$ cat src/rtl/div_unit_if.sv
// div_unit_if: request/response bundle between the EX stage and the divider.
//   master modport: the EX-side issuer. It drives the request and observes the
//                   result, ready and busy signals.
//   slave  modport: the divider itself.
//   Signals:
//     start_i     request pulse
//     op_i        funct3 (100 DIV, 101 DIVU, 110 REM, 111 REMU)
//     dividend_i  rs1 operand
//     divisor_i   rs2 operand
//     reg_waddr_i destination register
//     result_o    quotient or remainder
//     ready_o     one-cycle completion pulse
//     busy_o      pipeline hold request
//     reg_waddr_o latched destination register for write-back
interface div_unit_if #(
    parameter int XLEN = 32
);
    logic            start_i;
    logic [2:0]      op_i;
    logic [XLEN-1:0] dividend_i;
    logic [XLEN-1:0] divisor_i;
    logic [4:0]      reg_waddr_i;
    logic [XLEN-1:0] result_o;
    logic            ready_o;
    logic            busy_o;
    logic [4:0]      reg_waddr_o;

    modport master (
        output start_i, op_i, dividend_i, divisor_i, reg_waddr_i,
        input  result_o, ready_o, busy_o, reg_waddr_o
    );

    modport slave (
        input  start_i, op_i, dividend_i, divisor_i, reg_waddr_i,
        output result_o, ready_o, busy_o, reg_waddr_o
    );
endinterface

$ cat src/rtl/div_unit.sv
// div_unit: multi-cycle RV32M divide engine (DIV/DIVU/REM/REMU).
//   The FSM sequences IDLE -> START -> CALC (XLEN restoring steps) -> END.
//   Divide-by-zero and signed overflow bypass CALC.
//   Ports:
//     clk  clock
//     rst  synchronous, active-high reset
//     bus  div_unit_if.slave: request in, result/ready/busy/reg_waddr out
module div_unit #(
    parameter int XLEN = 32
) (
    input logic       clk,
    input logic       rst,
    div_unit_if.slave bus
);
    localparam int CNT_W = $clog2(XLEN);

    typedef enum logic [1:0] {S_IDLE, S_START, S_CALC, S_END} state_t;

    state_t state, state_nxt;

    logic             accept;
    logic [1:0]       op_q;      // bit1: remainder wanted, bit0: unsigned
    logic [XLEN-1:0]  dvd_q;     // raw dividend, consumed in START
    logic [XLEN-1:0]  dvs_q;     // raw divisor, replaced by |divisor| in START
    logic [XLEN-1:0]  rem_q;
    logic [XLEN-1:0]  quo_q;     // dividend bits shift out as quotient bits shift in
    logic [CNT_W-1:0] cnt_q;
    logic             neg_quo_q;
    logic             neg_rem_q;
    logic [XLEN-1:0]  res_q;
    logic [4:0]       waddr_q;

    logic             is_signed;
    logic             div_zero;
    logic             overflow;
    logic             last_step;
    logic [XLEN:0]    shifted;
    logic [XLEN:0]    diff;
    logic             ge;
    logic [XLEN-1:0]  rem_nxt;
    logic [XLEN-1:0]  quo_nxt;
    logic [XLEN-1:0]  quo_fix;
    logic [XLEN-1:0]  rem_fix;

    assign accept    = bus.start_i & bus.op_i[2] & (state == S_IDLE);
    assign is_signed = ~op_q[0];
    assign div_zero  = (dvs_q == '0);
    assign overflow  = is_signed && (dvd_q == {1'b1, {(XLEN-1){1'b0}}}) && (dvs_q == '1);
    assign last_step = (cnt_q == CNT_W'(XLEN-1));

    // One restoring step. The subtract is one bit wider than the operands, so
    // its MSB acts as the borrow and tells whether the divisor fits.
    always_comb begin
        shifted = {rem_q, quo_q[XLEN-1]};
        diff    = shifted - {1'b0, dvs_q};
        ge      = ~diff[XLEN];
        rem_nxt = ge ? diff[XLEN-1:0] : shifted[XLEN-1:0];
        quo_nxt = {quo_q[XLEN-2:0], ge};
        quo_fix = neg_quo_q ? (~quo_nxt + 1'b1) : quo_nxt;
        rem_fix = neg_rem_q ? (~rem_nxt + 1'b1) : rem_nxt;
    end

    // State register.
    always_ff @(posedge clk) begin
        if (rst) state <= S_IDLE;
        else     state <= state_nxt;
    end

    // Next-state logic.
    always_comb begin
        state_nxt = state;
        case (state)
            S_IDLE:  if (accept) state_nxt = S_START;
            S_START: state_nxt = (div_zero || overflow) ? S_END : S_CALC;
            S_CALC:  if (last_step) state_nxt = S_END;
            S_END:   state_nxt = S_IDLE;
            default: state_nxt = S_IDLE;
        endcase
    end

    // Output logic. busy_o also covers the accept cycle, so the pipeline holds
    // before the request has even been latched.
    always_comb begin
        bus.busy_o  = (state != S_IDLE) | accept;
        bus.ready_o = (state == S_END);
    end

    assign bus.result_o    = res_q;
    assign bus.reg_waddr_o = waddr_q;

    // Datapath.
    always_ff @(posedge clk) begin
        if (rst) begin
            op_q      <= '0;
            dvd_q     <= '0;
            dvs_q     <= '0;
            rem_q     <= '0;
            quo_q     <= '0;
            cnt_q     <= '0;
            neg_quo_q <= 1'b0;
            neg_rem_q <= 1'b0;
            res_q     <= '0;
            waddr_q   <= '0;
        end else begin
            case (state)
                S_IDLE: if (accept) begin
                    op_q    <= bus.op_i[1:0];
                    dvd_q   <= bus.dividend_i;
                    dvs_q   <= bus.divisor_i;
                    waddr_q <= bus.reg_waddr_i;
                end
                S_START: begin
                    if (div_zero) begin
                        res_q <= op_q[1] ? dvd_q : '1;
                    end else if (overflow) begin
                        res_q <= op_q[1] ? '0 : dvd_q;
                    end else begin
                        neg_quo_q <= is_signed & (dvd_q[XLEN-1] ^ dvs_q[XLEN-1]);
                        neg_rem_q <= is_signed & dvd_q[XLEN-1];
                        quo_q     <= (is_signed && dvd_q[XLEN-1]) ? (~dvd_q + 1'b1) : dvd_q;
                        dvs_q     <= (is_signed && dvs_q[XLEN-1]) ? (~dvs_q + 1'b1) : dvs_q;
                        rem_q     <= '0;
                        cnt_q     <= '0;
                    end
                end
                S_CALC: begin
                    rem_q <= rem_nxt;
                    quo_q <= quo_nxt;
                    cnt_q <= cnt_q + 1'b1;
                    if (last_step) res_q <= op_q[1] ? rem_fix : quo_fix;
                end
                default: ;
            endcase
        end
    end
endmodule

$ cat src/flat_wrapper.sv
// flat-port wrapper written by rule: the top's interface ports become plain ports
module div_unit_flat 
#(
    parameter int XLEN = 32
)
  (clk, rst, bus_start_i, bus_op_i, bus_dividend_i, bus_divisor_i, bus_reg_waddr_i, bus_result_o, bus_ready_o, bus_busy_o, bus_reg_waddr_o);
  div_unit_if #(.XLEN(XLEN)) bus_i ();
  input logic clk;
  input logic rst;
  input wire logic [$bits(bus_i.start_i)-1:0] bus_start_i;
  input wire logic [$bits(bus_i.op_i)-1:0] bus_op_i;
  input wire logic [$bits(bus_i.dividend_i)-1:0] bus_dividend_i;
  input wire logic [$bits(bus_i.divisor_i)-1:0] bus_divisor_i;
  input wire logic [$bits(bus_i.reg_waddr_i)-1:0] bus_reg_waddr_i;
  output wire logic [$bits(bus_i.result_o)-1:0] bus_result_o;
  output wire logic [$bits(bus_i.ready_o)-1:0] bus_ready_o;
  output wire logic [$bits(bus_i.busy_o)-1:0] bus_busy_o;
  output wire logic [$bits(bus_i.reg_waddr_o)-1:0] bus_reg_waddr_o;
  assign bus_i.start_i = bus_start_i;
  assign bus_i.op_i = bus_op_i;
  assign bus_i.dividend_i = bus_dividend_i;
  assign bus_i.divisor_i = bus_divisor_i;
  assign bus_i.reg_waddr_i = bus_reg_waddr_i;
  assign bus_result_o = bus_i.result_o;
  assign bus_ready_o = bus_i.ready_o;
  assign bus_busy_o = bus_i.busy_o;
  assign bus_reg_waddr_o = bus_i.reg_waddr_o;
  div_unit #(.XLEN(XLEN)) u_core (.clk(clk), .rst(rst), .bus(bus_i));
endmodule
$ cat config.mk
export PLATFORM = sky130hd
export DESIGN_NAME = div_unit_flat
export DESIGN_NICKNAME = d
export VERILOG_FILES = /design/src/rtl/div_unit_if.sv /design/src/rtl/div_unit.sv /design/src/flat_wrapper.sv
export SDC_FILE = /design/constraint.sdc
export NUM_CORES = 1
export LEC_CHECK = 0
export ABC_AREA = 1
export BUFFER_PORTS_ARGS = -buffer_cell sky130_fd_sc_hd__buf_2
export CORE_MARGIN = 8
export CORE_UTILIZATION = 50
export DETAILED_ROUTE_END_ITERATION = 8
export PLACE_DENSITY = 0.74
export SYNTH_ARGS = -nofsm -noshare
export SYNTH_HDL_FRONTEND = slang
export SYNTH_SLANG_ARGS = --single-unit
$ cat constraint.sdc
create_clock -name clk -period 11.3 [get_ports clk]
set_clock_uncertainty 0.2 [all_clocks]
set_input_delay 0.565 -clock clk [delete_from_list [all_inputs] [get_ports clk]]
set_output_delay 0.565 -clock clk [all_outputs]
set_load 0.01 [all_outputs]
### After elaboration in Yosys (flattened, before gate mapping)

Index checks and enable logic that the tools add are counted.

* add/sub/neg operators: 6
* multiply operators: 0
* div/mod/pow operators: 0
* $lt $le $gt $ge: 0
* equal/unequal tests: 12
* shift operators: 0
* multiplexer cells: 29
* bitwise operators: 14
* reduce and logical (&&, ||, !) cells: 16

Operators by type and width (number)
* two-way mux 32 bit: 18
* case mux 32 bit (2 select lines): 4
* adder 32 x 1 -> 32 bit, second input constant: 4
* NOT 32 bit: 4
* equality test 32 bit, second input constant: 2
* subtractor 33 x 32 -> 33 bit: 1
* logical NOT 32 bit: 1
* two-way mux 5 bit: 2
* case mux 5 bit (2 select lines): 1
* AND reduction 3 bit: 3
* case mux 2 bit (4 select lines): 1
* inequality test 2 x 1 -> 1 bit, second input constant: 3
* nonzero test 2 bit: 3
* adder 5 x 1 -> 5 bit, second input constant: 1
* equality test 5 bit, second input constant: 1
* AND reduction 5 bit: 1
* AND 1 bit: 4
* equality test 2 bit, second input constant: 2
* logical AND 1 bit: 4
* two-way mux 2 bit: 2
* inequality test 2 bit, second input constant: 2
* NOT 1 bit: 4
* AND reduction 2 bit: 2
* inequality test 3 x 1 -> 1 bit, second input constant: 1
* other kinds (6): 6

* register bits: 176
* latch bits: 0
* RAM bits: 0
* bits in read-only memories: 0
* output and inout bits: 39
* word-level logic and storage cells: 88
* memories kept: 0

### Longest topological paths before layout

Gate-level depths: netlist of run 1.

* depth in word-level cells: 8
* depth in mapped cells: 32
* depth with buffers taken out: 30

### Worst setup path after synthesis of run 1

OpenSTA, ideal clock, no wires.

* kind: register -> register
* from: register u_core.quo_q[31]
* to: register u_core.res_q[30], in the netlist u_core.bus.result_o[30]
* setup time: 0.068 ns
* arrival: 4.105 ns
* data required time: 11.032 ns
* path slack: 6.927 ns
* stages on the path, launching flop included: 33
* path buffers: 2
* period minus slack after synthesis: 4.373 ns
* cells stage by stage: dfxtp_1 inv_1 ha_1 fa_1 inv_1 nand3_2 nand2_2 nand2_2 nand2_4 nand2_2 nand2_2 nand2_4 nand2_4 nand2_4 nand2_8 buf_6 buf_4 ha_1 nand3_1 nor3_1 nand3_1 nor3_1 nand2_1 nor2_1 nand3_1 nor2_1 nand2_1 o21ai_0 xnor2_1 a21oi_1 nand2_1 nand2_1 a21oi_2

* cells in the longest elaborated chain, start to end: 8
* elaborated cells between the ends (all ways): 12
* those cells by class: add/sub: 3; mux: 6; bitwise: 3

Ends and longest elaborated chain
* start: declaration: RTL line div_unit.sv:26 `logic [XLEN-1:0] quo_q;`
* start signal: assignment: RTL line div_unit.sv:120 `quo_q <= (is_signed && dvd_q[XLEN-1]) ? (~dvd_q + 1'b1) : dvd_q;`
* start signal: assignment: RTL line div_unit.sv:128 `quo_q <= quo_nxt;`
* subtractor 33 x 32 -> 33 bit: RTL line div_unit.sv:55 `diff = shifted - {1'b0, dvs_q};`
* two-way mux 32 bit or NOT 1 bit (tied branches): RTL line div_unit.sv:57, div_unit.sv:56
* NOT 32 bit, on equally long branches: RTL line div_unit.sv:60, div_unit.sv:59
* adder 32 x 1 -> 32 bit, on equally long branches: RTL line div_unit.sv:60, div_unit.sv:59
* two-way mux 32 bit, on equally long branches: RTL line div_unit.sv:60, div_unit.sv:59
* two-way mux 32 bit * (2 in series): RTL line div_unit.sv:130 `if (last_step) res_q <= op_q[1] ? rem_fix : quo_fix;`
* case mux 32 bit (2 select lines) *: RTL line div_unit.sv:105 `case (state)`
* end signal: assignment: RTL line div_unit.sv:114 `res_q <= op_q[1] ? dvd_q : '1;`
* end signal: assignment: RTL line div_unit.sv:116 `res_q <= op_q[1] ? '0 : dvd_q;`
* end signal: assignment: RTL line div_unit.sv:130
* end: declaration: RTL line div_unit.sv:30 `logic [XLEN-1:0] res_q;`

Mark *: on every way between the ends. The rest lies on a longest branch, timed or not. The select of a mux whose other input is x is not followed.
A chain may end at the register's enable or synchronous reset.

### Worst setup path in the final report of run 1

* from: register u_core.dvs_q[1]
* to: register u_core.dvs_q[7]

* cells in the longest elaborated chain, start to end: 6
* elaborated cells between the ends (all ways): 12
* those cells by class: add/sub: 1; eq/ne: 3; mux: 4; bitwise: 1; reduce/logical: 3

Ends and longest elaborated chain
* start: declaration: RTL line div_unit.sv:24 `logic [XLEN-1:0] dvs_q;`
* start signal: assignment: RTL line div_unit.sv:109 `dvs_q <= bus.divisor_i;`
* start signal: assignment: RTL line div_unit.sv:121 `dvs_q <= (is_signed && dvs_q[XLEN-1]) ? (~dvs_q + 1'b1) : dvs_q;`
* NOT 32 bit: RTL line div_unit.sv:121
* adder 32 x 1 -> 32 bit: RTL line div_unit.sv:121
* two-way mux 32 bit: RTL line div_unit.sv:121
* two-way mux 32 bit: RTL line div_unit.sv:115 `end else if (overflow) begin`
* two-way mux 32 bit: RTL line div_unit.sv:113 `if (div_zero) begin`
* case mux 32 bit (2 select lines): RTL line div_unit.sv:105

Several ways; a longest one is shown, not always the timed one. The select of a mux whose other input is x is not followed.

==> results.ini, run 1 <==
[synthesis]
syn-cell-area_mm2=0.0144
synth_seq_area_share=0.245
ys_types=59
syn_nets=2523
ys_top_cells_by_area=dfxtp_1, nand2_1, inv_1
syn_inst=2404
yosys.area.top_type=dfxtp_1
synth_top_area_share=0.245
async_reset_ff_frac=0
synth_edf_count=0
ys_seq_elements=176
dominantRegCellSynth=dfxtp_1
yosysWarnings=0
syn-mean-instance-area_um2=5.98

[drt]
avgRoutedWirePerCell_um=18.7
drt_pre_antenna_iters=6
drc_errors=0
detail_route.iter0.violations=1445
via_per_inst=5.66
postRouteAntennaNets=0
routed_wl_um=53000
num_vias=16100

[cells_and_area]
diodes=0
fin_nets=2566
fill_cells=2932
syn_to_final_growth_pct=8.70
fin_area_mm2=0.0156
drive_above_1_share=0.119
final_cell_mix=nand2_1, inv_1, a21oi_1
multi_input_comb_area_mm2=0.00924
instances_no_fill=2841
final_common_cell=nand2_1
register_area_mm2=0.00352

[global_routing]
grt_pass1_vias=14800
grt_pass1_wl_um=82200
track_usage=0.307
grt_max_degree=96
overflow=0
antenna_found_initial=0

[timing]
fmax_ghz=0.183
tns_ns=0
min_period_ns=5.46
rsz0062_at_grt=false
slew_violations=0
setup_viol=0
hold_viol=0
relSlewSlack=0.0969
worst_pin_slew_ns=1.34
setup_slack_ns=5.84
period_share=0.484

[power_and_ir_drop]
peakVddDrop_uv=136
leakage_nw=7.38
powerDensity_mw_per_mm2=241

[clock_network]
hold_buffers=0
cts.repair.resized=0
cts.sinks=176
clockBufferDepth=2
cts_setup_buffers=0
cts_root_buf=clkbuf_16
path_clk_slew_ns=0.08
clock_latency_ns=0.45
cts_tree=yes
cts_htree_levels=4
cts_buffers=17

[floorplanning]
die-height_um=186
die_area_mm2=0.0344
initial_core_util=0.505
io_pins=114
core-area_mm2=0.0285
row_count=62
die_w_um=186

[setup_path]
cp.arrival_ns=5.56
r2r_cells=15
required_ns=11.39
regToRegEndpoint=u_core.dvs_q[7]
crit_fanout=41
r2r_start=u_core.dvs_q[1]
cp-start-kind=flop
crit_type=flop to flop
r2r_slack_ns=5.84
end_kind=flop

[placement]
dp_hpwl_um=40800
place_area_mm2=0.0151
io_buffers=113
dp_slack_ns=6.00
gp_congestion=1.00
dp.cells=2812

[outcome]
status=finished, final reports clean

[flow_run]
max_cap_violations=0

[min_path]
worstHoldStart=bus_divisor_i[23]
whs_path_depth=3
worstHoldPathType=input pin to flop
hold-path-endpoint=u_core.dvs_q[23]

final cells by class:
type | count | area share
multi-input cells | 1822 | 0.592
clock buffers | 22 | 0.0310
inverters | 303 | 0.0728
well taps | 384 | 0.0308
repair buffers | 127 | 0.0431
flip-flops and latches | 176 | 0.226
clock inverters | 7 | 0.00505
routing by layer:
| layer | vias up | wire length, um | global-route usage |
|---|---|---|---|
| met5 | - | 0 | 0 |
| met4 | 0 | 3000 | 0.171 |
| met3 | 115 | 3000 | 0.0347 |
| met2 | 615 | 25400 | 0.521 |
| met1 | 7394 | 21600 | 0.376 |
| li1 | 7961 | - | - |
cells by family (layout without fill, tap and decap cells):
group / Yosys count / count (layout) / share of synthesized area
flip-flops: 176 / 176 / 0.245
AND/OR/NAND/NOR: 1208 / 1208 / 0.376
buffers and inverters: 406 / 459 / 0.112
AO/OA/AOI/OAI: 522 / 522 / 0.199
adder cells (fa/ha/maj): 44 / 44 / 0.0388
XOR/XNOR: 48 / 48 / 0.0293
where the power goes:
| group | internal [W] | switching, W | total (W) | leakage [nW] |
|---|---|---|---|---|
| clock network | 0.000325 | 0.000265 | 0.000590 | 0.267 |
| logic | 0.000646 | 0.00160 | 0.00225 | 5.67 |
| registers | 0.000760 | 0.000162 | 0.000923 | 1.44 |
worst max-delay path, stage by stage (launching register included):
cell and delay [ns]:
dfxtp_1 0.36, inv_1 0.16, ha_1 0.21, nand3_1 0.14, nor3_2 0.20, nand2_1 0.11, nor2_1 0.15, nand2_1 0.11
nor4_2 1.01, inv_2 0.38, o21ai_1 0.32, inv_1 0.07, nand3_1 0.62, inv_1 0.75, o21ai_0 0.43, a21oi_1 0.06
worst max path at each step:
stage                      from                       to  slack [ns]  cells after the start
3_5_place_dp    u_core.dvs_q[1]         u_core.dvs_q[24]        6.00                     15
3_3_place_gp    u_core.dvs_q[1]         u_core.dvs_q[17]        6.07                     15
4_1_cts         u_core.dvs_q[1]         u_core.dvs_q[24]        5.98                     15
2_1_floorplan  u_core.quo_q[31]  u_core.bus.result_o[30]        6.93                     32
6_report        u_core.dvs_q[1]          u_core.dvs_q[7]        5.84                     15
5_1_grt         u_core.dvs_q[1]         u_core.dvs_q[24]        5.39                     15
sequential cells by signal (all words and copies together) (netlist names):
| register | flops |
|---|---|
| u_core.dvs_q | 32 |
| u_core.neg_rem_q | 1 |
| u_core.op_q | 2 |
| u_core.dvd_q | 32 |
| u_core.bus.result_o | 32 |
| u_core.bus.reg_waddr_o | 5 |
| u_core.quo_q | 32 |
| u_core.rem_q | 32 |
| u_core.state | 2 |
| u_core.neg_quo_q | 1 |
| u_core.cnt_q | 5 |
per-stage QoR:
| step | hold slack (ns) | util | power, W |
|---|---|---|---|
| after detailed placement | 0.235 | 0.529 | 0.00312 |
| after CTS | 0.178 | 0.549 | 0.00372 |
| after global routing | 0.182 | 0.549 | 0.00404 |
| final | 0.185 | 0.549 | 0.00376 |
| after global placement | 0.229 | 0.529 | 0.00311 |
| after floorplan | 0.244 | - | 0.00248 |
cells in the mapped netlist, types with 16 or more instances:
library cell,n
nand4_1,44
a21oi_1,202
nor2_2,18
inv_1,282
inv_2,16
ha_1,43
nand2_1,660
buf_2,18
nor3_1,33
clkbuf_1,73
nor2_1,166
nand3_1,181
a31oi_1,54
dfxtp_1,176
nand2_2,52
xor2_1,38
o21ai_0,197
Note: power is estimated with default switching activity, not from simulation.
==> run 2: changes to the inputs <==
- PLACE_DENSITY: 0.74 -> 0.77
- clock period: 11.3 -> 4.4 ns (I/O delays scaled with it)
==> results.ini, run 2 (synthesis results as in run 1) <==
[min_path]
worstHoldPathType=input pin to flop

[global_routing]
grt_pass1_wl_um=83900
antenna_found_initial=0
grt_pass1_vias=15400
track_usage=0.309
overflow=0
grt_max_degree=96

[cells_and_area]
fill_cells=2835
fin_area_mm2=0.0168
final_common_cell=nand2_1
final_cell_mix=nand2_1, inv_1, a21oi_1
syn_to_final_growth_pct=17.0
fin_nets=2682
diodes=0
utilization=0.590
drive_above_1_share=0.140

[placement]
place_area_mm2=0.0154
gp_congestion=0.980
io_buffers=113
dp_slack_ns=-0.0137
dp_hpwl_um=40900

[drt]
drt_pre_antenna_iters=5
avgRoutedWirePerCell_um=18.2
detail_route.iter0.violations=1839
drc_errors=0
via_per_inst=5.64
num_vias=16700
routed_wl_um=53900
postRouteAntennaNets=0

[clock_network]
cts.sinks=176
clock_latency_ns=0.45
cts_htree_levels=4
cts_buffers=17
path_clk_slew_ns=0.07
clockBufferDepth=2
cts_root_buf=clkbuf_16
cts_tree=yes

[timing]
tns_ns=0
setup_viol=0
setup_slack_ns=0.146
worst_pin_slew_ns=1.15
period_share=0.967
hold_viol=0
relSlewSlack=0.234
min_period_ns=4.25
fmax_ghz=0.235
slew_violations=0
hold_ws_ns=0.0475

[setup_path]
crit_fanout=15
crit_type=flop to flop
cp-start-kind=flop
required_ns=4.59
r2r_cells=19
end_kind=flop
critPathCapture=u_core.bus.result_o[0]
cp-startpoint=u_core.dvs_q[1]
r2r_slack_ns=0.15
regToRegEndpoint=u_core.bus.result_o[0]
r2r_start=u_core.dvs_q[1]
cp.arrival_ns=4.44

[power_and_ir_drop]
leakage_nw=7.92
powerDensity_mw_per_mm2=600
peakVddDrop_uv=379

[floorplanning]
initial_core_util=0.505
row_count=62
die_w_um=186
io_pins=114
die-height_um=186
die_area_mm2=0.0344
core-area_mm2=0.0285

[flow_run]
max_cap_violations=0

[outcome]
status=finished, final reports clean

run 2: cell count changes in the layout (fill, tap and decap cells not counted), moves of 3 or more:
cell	previous run	this run
clkinv_2	0	3
nor2_1	166	163
dlygate4sd3_1	0	70
clkbuf_8	4	1
buf_4	15	59
ha_4	0	6
ha_1	43	35
run 2: timing repair:
item | CTS | global route
hold buffers | 70 | 0
endpoints found under the setup margin | 1 | 18
endpoints found under the hold margin | 70 | 0
pin swaps | 0 | 4
buffers inserted | 0 | 3
gates resized for setup | 1 | 24
run 2: where the power goes:
part           switching, W  internal (W)  total [W]
combinational       0.00426       0.00198    0.00624
sequential         0.000380       0.00195    0.00233
clock              0.000716      0.000803    0.00152
total               0.00535       0.00474     0.0101
run 2: how the worst min path moves through the flow:
stage,from,end,slack (ns),cells past startpoint
floorplan,bus_divisor_i[21],u_core.dvs_q[21],0.17,2
global placement,u_core.bus.reg_waddr_o[2],u_core.bus.reg_waddr_o[2],0.23,2
detailed placement,u_core.bus.reg_waddr_o[2],u_core.bus.reg_waddr_o[2],0.23,2
CTS,bus_divisor_i[5],u_core.dvs_q[5],0.02,3
global route,bus_divisor_i[5],u_core.dvs_q[5],0.07,3
finish,bus_divisor_i[5],u_core.dvs_q[5],0.05,3
run 2: area by class of cell:
class	instances	area, um2	area share
Clock inverter	11	108	0.00640
Multi-Input combinational cell	1822	9370	0.557
Tap cell	384	480	0.0286
Clock buffer	21	450	0.0268
Sequential cell	176	3530	0.210
Inverter	303	1140	0.0677
Timing Repair Buffer	243	1740	0.103
run 2: worst max-delay path, stage by stage (launching register included):
cell     delay (ns)
dfxtp_1        0.37
buf_4          0.17
inv_1          0.17
ha_1           0.25
nand3_1        0.15
nor3_2         0.20
nand2_1        0.11
nor2_1         0.16
nand2_1        0.11
nor2_1         0.22
nand2_1        0.13
nor3_2         0.25
inv_2          0.08
nor2_2         0.23
nand2_2        0.32
inv_1          0.28
a21oi_1        0.12
o22ai_1        0.45
nor2_1         0.11
nor2_1         0.11
run 2: layer usage:
layer  routed length [um]  share of wire  global-route usage  vias up
met5                    0              0                   0        -
met4                 2550          0.047               0.141        0
met3                 3890          0.072              0.0506      136
met2                25900           0.48               0.531      763
met1                21500           0.40               0.374     7593
li1                     -              -                   -     8205
run 2: stage by stage:
step           total power [W]  cells
2_1_floorplan          0.00636   2404
4_1_cts                0.00979   2957
3_3_place_gp           0.00814   2855
6_report                0.0101   2960
5_1_grt                 0.0108   2960
3_5_place_dp           0.00821   2855
==> run 3: changes to the inputs <==
- PLACE_DENSITY: 0.77 -> 0.74
- SKIP_CTS_REPAIR_TIMING: unset -> 1
- clock period: 4.4 -> 4.7 ns (I/O delays scaled with it)
==> results.ini, run 3 (synthesis results as in run 1) <==
[outcome]
status=finished, violations left
violations=hold timing

[power_and_ir_drop]
powerDensity_mw_per_mm2=565
total_power_w=0.00932
p_int_w=0.00438
p_clk_frac=0.165
pwr-share-seq=0.237
power.share.switching=0.530
peakVddDrop_uv=371
p_switching_w=0.00494
p_comb_frac=0.598
leakage_nw=7.78

[min_path]
worstHoldPathType=input pin to flop

[global_routing]
track_usage=0.295
grt_pass1_vias=14600
overflow=0
antenna_found_initial=0
grt_max_degree=95
grt_pass1_wl_um=80000

[timing]
slew_violations=0
setup_viol=0
period_share=0.955
relSlewSlack=0.232
hold_ws_ns=-0.00957
min_period_ns=4.49
tns_ns=0
worst_pin_slew_ns=1.15
hold_viol=1
fmax_ghz=0.223
rsz0062_at_grt=false

[cells_and_area]
syn_to_final_growth_pct=14.7
final_common_cell=nand2_1
register_area_mm2=0.00352
fill_cells=2814
diodes=0
drive_above_1_share=0.127
multi_input_comb_area_mm2=0.00929
final_cell_mix=nand2_1, inv_1, a21oi_1
fin_nets=2645
fin_area_mm2=0.0165
utilization=0.579

[flow_run]
max_cap_violations=0

[placement]
dp_hpwl_um=39900
gp_congestion=1.02
place_area_mm2=0.0152
io_buffers=113

[floorplanning]
row_count=62
die_w_um=186
io_pins=114
die-height_um=186
core-area_mm2=0.0285
initial_core_util=0.505
die_area_mm2=0.0344

[clock_network]
clock_latency_ns=0.44
cts_buffers=17
cts_root_buf=clkbuf_16
cts_htree_levels=4
path_clk_slew_ns=0.08
cts.sinks=176
cts_tree=yes
clockBufferDepth=2

[drt]
via_per_inst=5.62
detail_route.iter0.violations=1605
routed_wl_um=52500
avgRoutedWirePerCell_um=17.9
drc_errors=0
postRouteAntennaNets=0
num_vias=16400
drt_pre_antenna_iters=6

[setup_path]
cp.arrival_ns=4.65
cp-start-kind=flop
required_ns=4.86
end_kind=flop
crit_fanout=22
crit_type=flop to flop

run 3: layout make-up:
cell class / count / area share
clock buffer: 18 / 0.0267
clock inverter: 14 / 0.0106
inverter: 303 / 0.0690
multi-input combinational: 1822 / 0.564
sequential: 176 / 0.214
tap: 384 / 0.0292
timing repair buffer: 206 / 0.0866
run 3: through the flow:
step	instances	setup WS (ns)
after floorplan	2404	0.327
after global placement	2828	0.193
after detailed placement	2828	0.0184
after CTS	2860	-0.0135
after global routing	2923	0.0289
final	2923	0.210
run 3: critical path: stages (launching register included):
cell     delay, ns
dfxtp_1       0.33
buf_4         0.15
inv_1         0.16
ha_1          0.22
nand3_1       0.14
nor3_2        0.20
nand2_1       0.11
nor2_1        0.15
nand2_1       0.12
nor4_2        0.55
inv_2         0.33
nand2_1       0.17
nor2_1        0.10
inv_1         0.10
nand3_2       0.35
inv_2         0.51
nand3_1       0.31
a21oi_1       0.19
run 3: worst paths after layout:
kind,startpoint,to,slack (ns),cells past startpoint
max reg2reg,u_core.dvs_q[1],u_core.bus.result_o[1],0.21,17
min reg2reg,u_core.bus.reg_waddr_o[2],u_core.bus.reg_waddr_o[2],0.25,2
min,bus_dividend_i[6],u_core.dvd_q[6],-0.01,3
max,u_core.dvs_q[1],u_core.bus.result_o[1],0.21,17
run 3: metal layers:
layer / global-route usage / part of all wire / vias to the layer above / routed length [um]
li1: - / - / 8133 / -
met1: 0.364 / 0.41 / 7431 / 21400
met2: 0.508 / 0.49 / 734 / 25500
met3: 0.0334 / 0.061 / 118 / 3210
met4: 0.136 / 0.045 / 0 / 2340
met5: 0 / 0 / - / 0
run 3: power by group through the flow:
| stage | clock (W) | sequential, W | combinational [W] |
|---|---|---|---|
| 4_1_cts | 0.00155 | 0.00218 | 0.00537 |
| 5_1_grt | 0.00160 | 0.00224 | 0.00615 |
| 3_3_place_gp | 0 | 0.00220 | 0.00528 |
| 6_report | 0.00154 | 0.00220 | 0.00557 |
| 3_5_place_dp | 0 | 0.00221 | 0.00533 |
| 2_1_floorplan | 0 | 0.00215 | 0.00380 |
